<file path="src/rtl/reg_write_arbiter.sv">
// Round-robin write arbiter that drives the d input of a load-enable-less register.
// Each granted write takes three cycles: IDLE -> WRITE (drive data) -> ACK.
module reg_write_arbiter #(
  parameter int NBITS = 16,
  parameter int NREQ  = 4,
  parameter int IDW   = 2
) (
  input  logic                  clk,
  input  logic                  rst,
  input  logic [NREQ-1:0]       req,
  input  logic [NREQ*NBITS-1:0] wr_data,
  input  logic [NBITS-1:0]      reg_q,
  output logic [NBITS-1:0]      reg_d,
  output logic [NREQ-1:0]       grant,
  output logic [NREQ-1:0]       ack,
  output logic [IDW-1:0]        owner,
  output logic                  busy
);

  typedef enum logic [1:0] {
    IDLE  = 2'd0,
    WRITE = 2'd1,
    ACK   = 2'd2
  } state_t;

  state_t           state_r, state_s;
  logic [IDW-1:0]   ptr_r, ptr_s;
  logic [IDW-1:0]   owner_r, owner_s;
  logic [NBITS-1:0] hold_r, hold_s;
  logic [NREQ-1:0]  grant_r, grant_s;
  logic [NREQ-1:0]  ack_r, ack_s;
  logic             busy_r, busy_s;
  logic [NBITS-1:0] data_arr [NREQ];
  logic [IDW-1:0]   pick_s;
  logic             pick_valid_s;

  // Unpack the flat requester data bus into one word per requester.
  always_comb begin
    for (int k = 0; k < NREQ; k++) begin
      data_arr[k] = wr_data[k*NBITS +: NBITS];
    end
  end

  // Round-robin search starting at ptr; index arithmetic wraps because NREQ = 2**IDW.
  always_comb begin
    logic [IDW-1:0] idx;
    logic           hit;
    pick_s       = ptr_r;
    pick_valid_s = 1'b0;
    idx          = ptr_r;
    hit          = 1'b0;
    for (int i = 0; i < NREQ; i++) begin
      idx          = ptr_r + IDW'(i);
      hit          = req[idx] & ~pick_valid_s;
      pick_s       = hit ? idx : pick_s;
      pick_valid_s = pick_valid_s | req[idx];
    end
  end

  // Next-state logic; grant/ack/busy are computed one cycle early so they leave registered.
  always_comb begin
    state_s = state_r;
    ptr_s   = ptr_r;
    owner_s = owner_r;
    hold_s  = hold_r;
    grant_s = {NREQ{1'b0}};
    ack_s   = {NREQ{1'b0}};
    busy_s  = 1'b0;
    case (state_r)
      IDLE: begin
        if (pick_valid_s) begin
          state_s         = WRITE;
          owner_s         = pick_s;
          hold_s          = data_arr[pick_s];
          grant_s[pick_s] = 1'b1;
          busy_s          = 1'b1;
        end else begin
          state_s = IDLE;
        end
      end
      WRITE: begin
        state_s        = ACK;
        ptr_s          = owner_r + IDW'(1);
        ack_s[owner_r] = 1'b1;
        busy_s         = 1'b1;
      end
      ACK: begin
        state_s = IDLE;
      end
      default: begin
        state_s = IDLE;
      end
    endcase
  end

  // State and registered outputs; async reset drops grant immediately, losing an uncaptured write.
  always_ff @(posedge clk or posedge rst) begin
    if (rst) begin
      state_r <= IDLE;
      ptr_r   <= {IDW{1'b0}};
      owner_r <= {IDW{1'b0}};
      hold_r  <= {NBITS{1'b0}};
      grant_r <= {NREQ{1'b0}};
      ack_r   <= {NREQ{1'b0}};
      busy_r  <= 1'b0;
    end else begin
      state_r <= state_s;
      ptr_r   <= ptr_s;
      owner_r <= owner_s;
      hold_r  <= hold_s;
      grant_r <= grant_s;
      ack_r   <= ack_s;
      busy_r  <= busy_s;
    end
  end

  // The register has no enable, so outside WRITE its own value is fed back.
  always_comb begin
    if (state_r == WRITE) begin
      reg_d = hold_r;
    end else begin
      reg_d = reg_q;
    end
  end

  assign grant = grant_r;
  assign ack   = ack_r;
  assign owner = owner_r;
  assign busy  = busy_r;

  reg_write_arbiter_checker #(
    .NREQ (NREQ)
  ) u_checker (
    .clk   (clk),
    .rst   (rst),
    .grant (grant_r),
    .ack   (ack_r),
    .busy  (busy_r)
  );

endmodule

// Protocol invariants of the arbiter outputs.
module reg_write_arbiter_checker #(
  parameter int NREQ = 4
) (
  input logic            clk,
  input logic            rst,
  input logic [NREQ-1:0] grant,
  input logic [NREQ-1:0] ack,
  input logic            busy
);

  a_grant_onehot: assert property (@(posedge clk) disable iff (rst) $onehot0(grant));
  a_ack_onehot:   assert property (@(posedge clk) disable iff (rst) $onehot0(ack));
  a_exclusive:    assert property (@(posedge clk) disable iff (rst) !((|grant) && (|ack)));
  a_busy:         assert property (@(posedge clk) disable iff (rst) ((|grant) || (|ack)) |-> busy);

endmodule
</file>
<file path="config.mk">
export PLATFORM = sky130hd
export DESIGN_NAME = reg_write_arbiter
export DESIGN_NICKNAME = d
export VERILOG_FILES = /design/src/rtl/reg_write_arbiter.sv
export SDC_FILE = /design/constraint.sdc
export NUM_CORES = 1
export LEC_CHECK = 0
export ABC_AREA = 1
export CAP_MARGIN = 20
export CORE_MARGIN = 5
export CORE_UTILIZATION = 45
export CTS_BUF_LIST = sky130_fd_sc_hd__clkbuf_8
export CTS_CLUSTER_SIZE = 30
export DETAILED_ROUTE_END_ITERATION = 12
export HOLD_SLACK_MARGIN = 0.06
export PLACE_DENSITY = 0.9
export REMOVE_ABC_BUFFERS = 1
export SETUP_SLACK_MARGIN = 0.3
export SLEW_MARGIN = 15
export SYNTH_ARGS = -nofsm -noshare
export SYNTH_HDL_FRONTEND = slang
export SYNTH_HIERARCHICAL = 1
export SYNTH_SLANG_ARGS = --single-unit
</file>
<file path="constraint.sdc">
create_clock -name clk -period 3.25 [get_ports clk]
set_clock_uncertainty 0.05 [all_clocks]
set_input_delay 0.975 -clock clk [delete_from_list [all_inputs] [get_ports clk]]
set_output_delay 0.975 -clock clk [all_outputs]
set_load 0.01 [all_outputs]
</file>
==> impl_metrics.tcl <==
set metrics [dict create \
    postRouteAntennaNets 0 \
    maxSlewViolCount 0 \
    clk_latency_ns 0.28 \
    fin_tns_setup_ns 0 \
    slowest_delay_ns 0.47 \
    synth_edf_count 0 \
    async_flop_share_pct 100 \
    coreArea_mm2 0.00544 \
    clockRootBuffer "clkbuf_8" \
    use_met1_pct 24.0 \
    die_y_um 84.5 \
    cts_made_buffers 5 \
    fin_crit_ns 2.84 \
    met2_usage_pct 39.5 \
    max_clock_freq_mhz 352 \
    crit_path_max_fanout 1 \
    synth_seq_cells 31 \
    initial_core_util_pct 45.9 \
    cp_slowest_cell "clkdlybuf4s50_1" \
    p_leak_nw 2.03 \
    p_seq_share_pct 17.6 \
    fin_util_pct 69.0 \
    ys_seq_area_share_pct 31.1 \
    routed_wl_mm 7.85 \
    cpMostUsedCell "nand2_1" \
    drc 0 \
    grt_use_met3_pct 4.02 \
    std_cell_rows 27 \
    cts_tree "done" \
    rsz0062_at_grt "false" \
    dp_hpwl_mm 5.97 \
    clkPwrFrac_pct 8.5 \
    path_class "in -> out" \
    crit_arrival_ns 1.82 \
    grt_pass1_wl_mm 12.7 \
    syn_area_mm2 0.00250 \
    place_congestion 0.848 \
    synth_top_area_share_pct 34.6 \
    grt_overflow_total 0 \
    die_x_um 84.5 \
    yosys_warnings 6 \
    final_hold_viol_count 0 \
    place_ws_ns 0.137 \
    rrSetupSlack_ns 0.82 \
    maxCapViolCount 0 \
    first_iter_violations 214 \
    synth.most_common_cell "nand2_1" \
    port_buffers 112 \
    hold_path_end "hold_r[13]$_DFFE_PP0P_" \
    grt_max_degree 32 \
    synth-main-ff-cell "dfrtp_1" \
    synth_area_leaders "nand2_1 35%, dfrtp_1 31%, nand3_1 16%" \
    layout-drive-gt1-share_pct 7.24 \
    start_kind "input port" \
    irDropWorstVdd_v 0.000551 \
    syn_avg_cell_area_um2 6.01 \
    crit_path_start "reg_q[13]" \
    area_delta_synth_final_pct 50.3 \
    nets 614 \
    antenna_found_initial 0 \
    p_per_area_mw_per_mm2 1040 \
    busiest_layer "met2" \
    worstHoldPathType "reg -> reg" \
    via_per_inst 5.06 \
    cts.sink_count 31 \
    worst_slack_ns 0.406 \
    clkTransAtPathRegs_ns 0.07 \
    status "completed" \
    grt_pass1_vias 2987 \
    pwr-share-comb_pct 73.9 \
    synth_cell_type_count 23 \
    switching_share_pct 53.4 \
    fin_crit_sh_pct 87.5 \
    ios 113 \
    critPathRequiredTime_ns 2.22 \
    vias 3023 \
    crit_path_cell_trace "clkdlybuf4s50_1, nand2_1, nand2_1, dlygate4sd2_1" \
    reg2reg_from "ptr_r[0]$_DFFE_PP0P_" \
    wl_per_cell_um 13.2 \
    grt_usage_pct 21.5 \
    intPower_mw 1.81 \
    worstSetupEndpointType "primary output" \
    die_area_mm2 0.00714 \
    max_slew_margin_pct 69.3 \
    hp-start "hold_r[13]$_DFFE_PP0P_" \
    clock_path_buffers 2 \
    synth_common_cells "230 x nand2_1, 78 x nand3_1, 31 x dfrtp_1, 15 x inv_1" \
    final-setup-viol-count 0 \
    tightest_slew_ns 0.461 \
    p_switching_mw 2.08 \
    htreeDepth 2 \
    n_antenna_cell 0 \
    ff2ff_path_depth 14 \
    synthCells 415 \
    firstDrtPassIters 4 \
    whs_path_depth 2 \
    yosys.area.top_type "nand2_1" \
    r2r-end "hold_r[8]$_DFFE_PP0P_" \
]
## placed cells by master (no fill, tap or decap)
cell type	n
buf_12	1
buf_4	13
clkbuf_8	7
clkdlybuf4s50_1	96
clkinv_1	1
clkinvlp_4	1
dfrtp_1	31
dlygate4sd2_1	16
ha_1	4
inv_1	15
inv_2	2
inv_4	1
nand2_1	230
nand2_2	6
nand2_4	2
nand3_1	78
nand3_2	1
nand4_1	1
nand4_2	1
nand4_4	1
nor2_1	9
nor2_2	1
nor3_1	2
o21ai_0	4
or2_2	1
## state kept, by name, summed over array words and instances, names as in the netlist
| register | flops |
|---|---|
| ptr_r | 2 |
| state_r | 2 |
| hold_r | 16 |
| grant | 4 |
| busy | 1 |
| ack | 4 |
| owner | 2 |
## routing by layer
layer | vias up | part of all wire, %
met2 | 124 | 52
met5 | - | 0
met1 | 1354 | 37
met3 | 26 | 7.3
met4 | 0 | 3.3
li1 | 1519 | -
## worst max-delay path, delay by kind of cell
family / cells / cell delay (ns)
buffers and inverters: 2 / 0.73
and+or+nand+nor: 2 / 0.12
## stage by stage
stage / std cells / total power [mW] / hold slack [ns] / area, µm²
final: 597 / 3.89 / 0.431 / 3750
after CTS: 597 / 3.89 / 0.435 / 3750
after floorplan: 391 / 2.53 / 0.399 / 2330
after global placement: 589 / 3.50 / 0.414 / 3660
after detailed placement: 589 / 3.60 / 0.417 / 3660
after global routing: 597 / 4.33 / 0.461 / 3750
## power by group through the flow
| stage | Combinational [mW] | Clock, mW | Sequential, mW |
|---|---|---|---|
| 2_1_floorplan | 1.85 | 0 | 0.680 |
| 3_3_place_gp | 2.82 | 0 | 0.676 |
| 3_5_place_dp | 2.91 | 0 | 0.686 |
| 4_1_cts | 2.87 | 0.336 | 0.684 |
| 5_1_grt | 3.26 | 0.354 | 0.707 |
| 6_report | 2.88 | 0.332 | 0.687 |
## cells by family after synthesis
kind of cell | count (synthesis) | share of synthesized area, %
adder cells (fa/ha/maj) | 4 | 2.01
AND/OR/NAND/NOR | 333 | 56.7
buffers and inverters | 43 | 9.42
flip-flops | 31 | 31.1
AO/OA/AOI/OAI | 4 | 0.802
## worst max path at each step
stage | to | slack [ns] | cells past startpoint
global placement | reg_d[0] | 0.15 | 4
floorplan | hold_r[0]$_DFFE_PP0P_ | 0.45 | 12
finish | reg_d[13] | 0.41 | 4
CTS | reg_d[13] | 0.41 | 4
detailed placement | reg_d[0] | 0.14 | 4
global route | hold_r[8]$_DFFE_PP0P_ | 0.33 | 16
## layout make-up
class,instances,area (µm²)
Timing Repair Buffer,126,1220
Clock buffer,7,96.3
Tap cell,72,90.1
Multi-Input combinational cell,341,1490
Inverter,19,73.8
Fill cell,470,1690
Clock inverter,1,7.51
Sequential cell,31,776
## timing repair
item                                    4_1_cts  5_1_grt
endpoints found under the setup margin       16        7
resized for setup                            16        1
setup buffers                                 0        0
hold buffers                                  0        0
No activity file was read; power rests on OpenSTA's default activity.
